`config.mk`:
```
export PLATFORM = sky130hd
export DESIGN_NAME = des_key_schedule
export DESIGN_NICKNAME = d
export VERILOG_FILES = /design/src/rtl/des_pkg.sv /design/src/rtl/des_pc2.sv /design/src/rtl/des_key_schedule.sv
export SDC_FILE = /design/constraint.sdc
export NUM_CORES = 1
export LEC_CHECK = 0
export BUFFER_PORTS_ARGS = -buffer_cell sky130_fd_sc_hd__buf_2
export CELL_PAD_IN_SITES_DETAIL_PLACEMENT = 0
export CELL_PAD_IN_SITES_GLOBAL_PLACEMENT = 1
export CORE_MARGIN = 4
export CORE_UTILIZATION = 38
export CTS_CLUSTER_SIZE = 28
export DETAILED_ROUTE_END_ITERATION = 6
export PLACE_DENSITY_LB_ADDON = 0.3
export SETUP_SLACK_MARGIN = 0.5
export SYNTH_ARGS = -nofsm -noshare
export SYNTH_HDL_FRONTEND = slang
export SYNTH_SLANG_ARGS = --single-unit
export TNS_END_PERCENT = 30
```
`constraint.sdc`:
```
create_clock -name clk -period 2.7 [get_ports clk]
set_clock_uncertainty 0.15 [all_clocks]
set_input_delay 0.135 -clock clk [delete_from_list [all_inputs] [get_ports clk]]
set_output_delay 0.135 -clock clk [all_outputs]
set_load 0.02 [all_outputs]
```
`src/rtl/des_pkg.sv`:
```
// Shared DES key-path definitions: permuted-choice tables, rotation schedules,
// FSM state type and 28-bit rotation helpers.
package des_pkg;

  typedef logic [27:0] half_t;

  typedef enum logic {
    IDLE = 1'b0,
    EMIT = 1'b1
  } state_t;

  // FIPS 1-based key bit numbers; entry j feeds PC1 output bit j+1
  localparam logic [6:0] PC1_TAB [0:55] = '{
    7'd57, 7'd49, 7'd41, 7'd33, 7'd25, 7'd17, 7'd9,
    7'd1,  7'd58, 7'd50, 7'd42, 7'd34, 7'd26, 7'd18,
    7'd10, 7'd2,  7'd59, 7'd51, 7'd43, 7'd35, 7'd27,
    7'd19, 7'd11, 7'd3,  7'd60, 7'd52, 7'd44, 7'd36,
    7'd63, 7'd55, 7'd47, 7'd39, 7'd31, 7'd23, 7'd15,
    7'd7,  7'd62, 7'd54, 7'd46, 7'd38, 7'd30, 7'd22,
    7'd14, 7'd6,  7'd61, 7'd53, 7'd45, 7'd37, 7'd29,
    7'd21, 7'd13, 7'd5,  7'd28, 7'd20, 7'd12, 7'd4
  };

  // 1-based {C,D} bit numbers; entry j feeds subkey bit j+1
  localparam logic [5:0] PC2_TAB [0:47] = '{
    6'd14, 6'd17, 6'd11, 6'd24, 6'd1,  6'd5,
    6'd3,  6'd28, 6'd15, 6'd6,  6'd21, 6'd10,
    6'd23, 6'd19, 6'd12, 6'd4,  6'd26, 6'd8,
    6'd16, 6'd7,  6'd27, 6'd20, 6'd13, 6'd2,
    6'd41, 6'd52, 6'd31, 6'd37, 6'd47, 6'd55,
    6'd30, 6'd40, 6'd51, 6'd45, 6'd33, 6'd48,
    6'd44, 6'd49, 6'd39, 6'd56, 6'd34, 6'd53,
    6'd46, 6'd42, 6'd50, 6'd36, 6'd29, 6'd32
  };

  localparam logic [1:0] ENC_SHIFT [0:15] = '{
    2'd1, 2'd1, 2'd2, 2'd2, 2'd2, 2'd2, 2'd2, 2'd2,
    2'd1, 2'd2, 2'd2, 2'd2, 2'd2, 2'd2, 2'd2, 2'd1
  };

  // Entry 0 is unused: decrypt starts from the unrotated C0/D0, which is K16
  localparam logic [1:0] DEC_SHIFT [0:15] = '{
    2'd0, 2'd1, 2'd2, 2'd2, 2'd2, 2'd2, 2'd2, 2'd2,
    2'd1, 2'd2, 2'd2, 2'd2, 2'd2, 2'd2, 2'd2, 2'd1
  };

  function automatic half_t rotl(input half_t h, input logic [1:0] n);
    case (n)
      2'd1:    rotl = {h[26:0], h[27]};
      2'd2:    rotl = {h[25:0], h[27:26]};
      default: rotl = h;
    endcase
  endfunction

  function automatic half_t rotr(input half_t h, input logic [1:0] n);
    case (n)
      2'd1:    rotr = {h[0], h[27:1]};
      2'd2:    rotr = {h[1:0], h[27:2]};
      default: rotr = h;
    endcase
  endfunction

endpackage

```
`src/rtl/des_pc2.sv`:
```
// Permuted choice 2: pure wiring from the 56-bit {C,D} state to a 48-bit subkey.
module des_pc2
  import des_pkg::*;
(
  input  logic [55:0] cd,
  output logic [47:0] subkey
);

  for (genvar j = 0; j < 48; j++) begin : g_bit
    localparam int SRC = 56 - int'(PC2_TAB[j]);
    assign subkey[47-j] = cd[SRC];
  end

endmodule

```
`src/rtl/des_key_schedule.sv`:
```
// Iterative DES subkey generator: one subkey per valid/ready handshake,
// K1..K16 for encrypt (left rotations) or K16..K1 for decrypt (right rotations).
module des_key_schedule
  import des_pkg::*;
#(
  parameter int NUM_ROUNDS = 16
) (
  input  logic        clk,
  input  logic        rst,
  input  logic [63:0] key_in,
  input  logic        start,
  input  logic        decrypt,
  input  logic        subkey_ready,
  output logic [47:0] subkey,
  output logic        subkey_valid,
  output logic [3:0]  round_idx,
  output logic        busy,
  output logic        done
);

  localparam logic [3:0] LAST_ROUND = 4'(NUM_ROUNDS - 1);

  state_t      state_r;
  half_t       c_r;
  half_t       d_r;
  logic [3:0]  round_r;
  logic        mode_r;
  logic        done_r;

  logic [55:0] pc1_s;
  half_t       pc1_c_s;
  half_t       pc1_d_s;
  logic [3:0]  next_round_s;
  logic [1:0]  shift_s;
  logic [47:0] pc2_s;

  // PC1 drops the eight parity bits, so they never reach C/D
  for (genvar j = 0; j < 56; j++) begin : g_pc1
    localparam int SRC = 64 - int'(PC1_TAB[j]);
    assign pc1_s[55-j] = key_in[SRC];
  end

  assign pc1_c_s = pc1_s[55:28];
  assign pc1_d_s = pc1_s[27:0];

  // Rotation amount for the step into the next round
  always_comb begin
    next_round_s = round_r + 4'd1;
    if (mode_r) begin
      shift_s = DEC_SHIFT[next_round_s];
    end else begin
      shift_s = ENC_SHIFT[next_round_s];
    end
  end

  des_pc2 u_pc2 (
    .cd     ({c_r, d_r}),
    .subkey (pc2_s)
  );

  // Schedule FSM: load on start, advance C/D on each accepted subkey
  always_ff @(posedge clk) begin
    if (rst) begin
      state_r <= IDLE;
      c_r     <= 28'h0;
      d_r     <= 28'h0;
      round_r <= 4'd0;
      mode_r  <= 1'b0;
      done_r  <= 1'b0;
    end else begin
      done_r <= 1'b0;
      case (state_r)
        IDLE: begin
          if (start) begin
            mode_r  <= decrypt;
            c_r     <= decrypt ? pc1_c_s : rotl(pc1_c_s, 2'd1);
            d_r     <= decrypt ? pc1_d_s : rotl(pc1_d_s, 2'd1);
            round_r <= 4'd0;
            state_r <= EMIT;
          end
        end
        EMIT: begin
          if (subkey_ready) begin
            if (round_r == LAST_ROUND) begin
              state_r <= IDLE;
              round_r <= 4'd0;
              done_r  <= 1'b1;
            end else begin
              round_r <= next_round_s;
              c_r     <= mode_r ? rotr(c_r, shift_s) : rotl(c_r, shift_s);
              d_r     <= mode_r ? rotr(d_r, shift_s) : rotl(d_r, shift_s);
            end
          end
        end
        default: begin
          state_r <= IDLE;
        end
      endcase
    end
  end

  assign subkey_valid = (state_r == EMIT);
  assign busy         = (state_r == EMIT);
  assign done         = done_r;
  assign round_idx    = round_r;
  assign subkey       = (state_r == EMIT) ? pc2_s : 48'h0;

endmodule

```
### Word-level counts from Yosys, hierarchy flattened

Memories as Yosys holds them, arrays and structs flattened.
Cells that the tools add are included.

* shifts and indexed selects: 0
* add/subtract/negate cells: 1
* reduce and logical (&&, ||, !) cells: 4
* multiplexer cells: 31
* eq/ne operators: 7
* multipliers: 0
* $lt $le $gt $ge: 1
* bitwise logic cells: 3
* div/mod/pow operators: 0

Operators by type and width (count)
* 28-bit case mux with 2 select lines: 6
* 28-bit 2-to-1 mux: 10
* 48-bit 2-to-1 mux: 1
* 4-bit 2-to-1 mux: 3
* 2-bit 2-to-1 mux: 5
* 4-bit case mux with 2 select lines: 1
* 2-bit != test, second input constant: 3
* 5-bit greater-or-equal comparator, second input constant: 1
* 4-bit NOT with 5-bit output: 1
* 4-bit by 1-bit adder with 4-bit output, second input constant: 1
* 4-bit equality test, second input constant: 1
* 1-bit 2-to-1 mux: 4
* 2-bit AND reduction: 2
* 4-bit AND reduction: 1
* 3-bit by 1-bit != test with 1-bit output, second input constant: 1
* 3-bit OR reduction: 1
* 2-bit by 1-bit equality test with 1-bit output, second input constant: 1
* 2-bit equality test, second input constant: 1
* 1-bit NOT: 2
* 1-bit case mux with 2 select lines: 1

* bits in read-only memories: 64
* word-level logic and storage cells: 55
* output and inout bits: 55
* input bits: 69
* RAM bits: 0
* memories: 2
* flip-flop bits (word level): 63
* bits in latches: 0

Memories
* (no name shown): depth 16, bits a word 2, read ports 1, clocked after Yosys merged registers in 0, wr ports 0, RTL line des_key_schedule.sv:52 `shift_s = ENC_SHIFT[next_round_s];`
* (no name shown): depth 16, bits a word 2, read ports 1, clocked after Yosys merged registers in 0, wr ports 0, RTL line des_key_schedule.sv:50 `shift_s = DEC_SHIFT[next_round_s];`

### Depth between registers and ports, before layout

* word-level depth: 12
* gate-level depth with buffers: 10
* gate-level depth less buffers: 8

### Cells and area by module

A second synthesis with hierarchy kept.

* cells, all modules: 749
* area, all modules: 5826.8 µm²

Modules (own cells, without submodules)
* des_key_schedule: instances 1, cells each 701, area an instance 5466.5 µm², sequential area each 1261.2 µm²
* des_pc2: instances 1, cells each 48, area an instance 360.3 µm², sequential area each 0.0 µm²

### Worst setup path before layout

No wires, ideal clock.

* path type: register -> register
* from: register round_r[0], in the netlist round_idx[0]
* to: register c_r[12]
* arrival: 2.329 ns
* required time: 2.430 ns
* library setup time: 0.120 ns
* path slack: 0.101 ns
* buffers on the path: 1
* stages on the path, launching flop included: 10
* period minus slack after synthesis: 2.599 ns
* cells stage by stage: dfxtp_1 inv_1 ha_1 a21boi_1 o22ai_4 buf_2 and3_1 a211o_1 a311oi_1 nor2_1

* cells in the longest elaborated chain, start to end: 12
* elaborated cells on any way between the ends: 21
* those cells by class: add/sub: 1; eq/ne: 5; mux: 11; bitwise: 1; reduce/logical: 1; memory: 2

Ends and longest elaborated chain
* start, declared: RTL line des_key_schedule.sv:26 `logic [3:0] round_r;`
* start signal, assigned: RTL line des_key_schedule.sv:89 `round_r <= next_round_s;`
* 4-bit by 1-bit adder with 4-bit output: RTL line des_key_schedule.sv:48 `next_round_s = round_r + 4'd1;`
* 4-bit NOT with 5-bit output (not written as such): RTL line des_key_schedule.sv:50, des_key_schedule.sv:52
* memory 16 x 2 bit (on tied branches)
* 2-bit 2-to-1 mux (on tied branches) (2 in a row): RTL line des_key_schedule.sv:52, des_key_schedule.sv:50
* 2-bit 2-to-1 mux: RTL line des_key_schedule.sv:49 `if (mode_r) begin`
* 2-bit equality test / 2-bit by 1-bit equality test with 1-bit output (equally long branches): RTL line des_pkg.sv:48, des_pkg.sv:56
* 28-bit case mux with 2 select lines (on tied branches): RTL line des_pkg.sv:48, des_pkg.sv:56
* 28-bit 2-to-1 mux: RTL line des_key_schedule.sv:90 `c_r <= mode_r ? rotr(c_r, shift_s) : rotl(c_r, shift_s);`
* 28-bit 2-to-1 mux: RTL line des_key_schedule.sv:84 `if (round_r == LAST_ROUND) begin`
* 28-bit 2-to-1 mux: RTL line des_key_schedule.sv:83 `if (subkey_ready) begin`
* 28-bit case mux with 2 select lines: RTL line des_key_schedule.sv:72 `case (state_r)`
* end signal, assigned: RTL line des_key_schedule.sv:76 `c_r <= decrypt ? pc1_c_s : rotl(pc1_c_s, 2'd1);`
* end signal, assigned: RTL line des_key_schedule.sv:90
* end, declared: RTL line des_key_schedule.sv:24 `half_t c_r;`

Several ways; a longest one is shown, not always the timed one. The select of a mux whose other input is x is not followed.
A chain may end at the register's enable or synchronous reset.

### Final worst setup path

* from: register round_r[0], in the netlist round_idx[0]
* to: register c_r[9]

Same word-level chain as after synthesis.

==> flow_summary.json <==
{
  "cts_max_path_buffers": 2,
  "antenna_left": 0,
  "p_comb_share_pct": 34.0,
  "cts_tree": "yes",
  "setup_violations": 0,
  "layout-drive-gt1-share_pct": 34.6,
  "syn_nets": 772,
  "clock-sinks": 63,
  "holdPathStages": 4,
  "power.switching_mw": 1.19,
  "synthArstFlopShare_pct": 0,
  "p_sw_share_pct": 34.4,
  "die_h_um": 128,
  "max_freq_mhz": 419,
  "grt_start_max_net_pins": 81,
  "gp_congestion": 0.922,
  "synth-seq-cells": 63,
  "ys_seq_area_share_pct": 23.1,
  "setup_ws_ns": 0.313,
  "synthCells": 701,
  "routedWlPerCell_um": 21.4,
  "layout.nets": 874,
  "synth_ff_type": "dfxtp_1",
  "syn_to_final_growth_pct": 34.0,
  "num_vias": 6337,
  "hp-start": "key_in[38]",
  "num_io_pins": 124,
  "critPathTopFamily": "compound AO/OA/AOI/OAI gates",
  "yosysUniqueCellTypes": 57,
  "cp_slowest_cell": "dfxtp_4",
  "grt_pass1_vias": 5866,
  "p_leak_nw": 3.26,
  "synth-edff-count": 0,
  "dr.pass1.iters": 5,
  "power_density_nw_per_um2": 472,
  "initial_utilization_pct": 39.1,
  "cpPeakStageDelay_ns": 0.37,
  "cts_root_buf": "clkbuf_16",
  "r2r-start": "round_idx[0]",
  "min_to": "c_r[16]",
  "synth_top_area_share_pct": 23.1,
  "port_buffers": 115,
  "wl_um": 21200,
  "relSlewSlack_pct": 53.5,
  "rsz0062_at_grt": "yes",
  "drt-initial-drc-count": 812,
  "crit_arrival_ns": 2.46,
  "fin_area_um2": 7320,
  "pwr-share-seq_pct": 33.8,
  "routed_via_density": 6.42,
  "place_area_um2": 6190,
  "dieWidth_um": 128,
  "cap_violations": 0,
  "syn_area_um2": 5460,
  "grt_pass1_wl_um": 32500,
  "cpMostUsedCell": "buf_6",
  "status": "completed",
  "rrSetupSlack_ns": 0.31,
  "synthTopCellsByArea": "dfxtp_1 23%, mux2i_1 9.0%, a211o_1 8.2%",
  "numCtsBuffers": 9,
  "track_usage_pct": 24.6,
  "dieArea_um2": 16400,
  "rr_worst_depth": 11,
  "n_antenna_cell": 0,
  "crit_path_cell_trace": "inv_2 -> ha_4 -> a21boi_4 -> o22ai_4 -> buf_6 -> buf_6 -> buf_16 -> and3_4 -> a211o_1 -> a31oi_1 -> a21oi_1",
  "p_int_mw": 2.26,
  "dpl.hpwl_um": 12300,
  "fin_tns_setup_ns": 0,
  "clkTransAtPathRegs_ns": 0.05,
  "reg2reg_to": "c_r[9]",
  "fin_crit_sh_pct": 88.4,
  "drc": 0,
  "hold_class": "primary input to flip-flop",
  "antenna_found_initial": 0,
  "hold_viol": 0,
  "insertion_delay_ns": 0.33,
  "critPathBufInv": 4,
  "cp-start-kind": "flip-flop",
  "post-place-ws_ns": 0.222,
  "syn_area_per_cell_um2": 7.79,
  "critical_path.max_fanout": 8,
  "worst_slew_pin_slew_ns": 0.697,
  "netlist_top_cells_count": "63 x dfxtp_1, 63 x o21ai_0, 52 x clkbuf_1",
  "rows": 43,
  "grt-ovfl-total": 0,
  "clkPwrFrac_pct": 32.2,
  "critPathKind": "flip-flop to flip-flop",
  "cp-end-kind": "flip-flop",
  "ir_drop_v": 0.000273,
  "h-tree-depth": 3,
  "core_um2": 14000,
  "report.final.slew_viol_count": 0,
  "fin_crit_ns": 2.39,
  "ys_warn_count": 0,
  "crit_required_ns": 2.77,
  "yosysTopAreaCell": "dfxtp_1"
}
worst max-delay path by stage:
stage	from	endpoint	slack (ns)	cells after the start
global route	round_idx[0]	d_r[25]	0.24	10
floorplan	round_idx[1]	c_r[10]	0.50	9
finish	round_idx[0]	c_r[9]	0.31	11
global placement	round_idx[0]	d_r[7]	0.25	7
detailed placement	round_idx[0]	d_r[4]	0.22	9
CTS	round_idx[0]	d_r[25]	0.33	10
cells in the final DEF (no fill, tap or decap), types with 4 or more instances in the layout:
cell type,count
dfxtp_1,58
a311oi_2,5
clkbuf_16,12
and3_1,25
nor3_1,9
mux2_2,15
o311ai_1,4
and3_4,13
nand3_1,15
a21oi_1,35
a21oi_2,4
a211o_1,51
o221a_2,16
a211oi_1,16
buf_16,6
o21ai_0,62
and2_1,49
buf_2,115
a311oi_1,6
nand2_1,29
buf_4,23
a211oi_2,14
o211a_1,4
o311ai_0,6
buf_12,8
buf_6,8
nor2_1,43
inv_1,6
mux2i_1,47
a31oi_1,30
flip-flops by register name, summed over array words and instances (netlist names):
| name | count |
|---|---|
| done | 1 |
| round_idx | 4 |
| d_r | 28 |
| mode_r | 1 |
| c_r | 28 |
| busy | 1 |
cells by family after synthesis:
kind of cell / after synthesis / synth area share [%]
compound gates: 278 / 36.8
simple gates: 201 / 19.3
buf+inv: 89 / 7.21
mux: 64 / 12.1
flops: 63 / 23.1
xor+xnor: 4 / 1.12
fa+ha+maj: 2 / 0.458
layout make-up:
type / count / area (µm²)
tap: 180 / 225
clock buffer: 15 / 278
timing repair buffer: 168 / 1330
inverter: 9 / 36.3
sequential: 63 / 1270
multi-input combinational: 552 / 4170
fill: 1318 / 6670
worst reg2reg max path, cell delays in order, from the launching register on:
cell and delay, ns:
dfxtp_4 0.37, inv_2 0.05, ha_4 0.26, a21boi_4 0.22, o22ai_4 0.11, buf_6 0.16, buf_6 0.13, buf_16 0.14
and3_4 0.17, a211o_1 0.27, a31oi_1 0.16, a21oi_1 0.08
through the flow:
stage	hold slack [ns]	total power, mW	cells	util [%]
final	0.0669	3.45	987	52.3
after global routing	0.113	3.61	987	52.3
after detailed placement	0.283	2.10	938	44.3
after floorplan	0.135	1.81	701	-
after CTS	0.0598	3.37	979	50.4
after global placement	0.273	2.09	938	44.3
metal layers:
| metal | vias to the layer above | GRT usage [%] | share of wire (%) |
|---|---|---|---|
| met4 | 0 | 9.49 | 3.4 |
| met1 | 3011 | 34.6 | 43 |
| li1 | 2899 | - | - |
| met5 | - | 0 | 0 |
| met3 | 61 | 4.21 | 8.6 |
| met2 | 366 | 37.6 | 45 |
power by group through the flow:
stage,Combinational [mW],Sequential (mW),Clock (mW)
floorplan,0.693,1.12,0
global placement,0.918,1.17,0
detailed placement,0.932,1.17,0
CTS,1.09,1.16,1.13
global route,1.26,1.18,1.17
finish,1.17,1.17,1.11
repair_timing:
action | 4_1_cts | 5_1_grt
endpoints found under the hold margin | 7 | 0
gates resized for setup | 47 | 31
setup endpoints to repair | 56 | 56
pin swaps | 14 | 36
setup buffers | 13 | 4
hold buffers | 3 | 0
cloned | 10 | 4
Power figures use the tool's default switching activity.
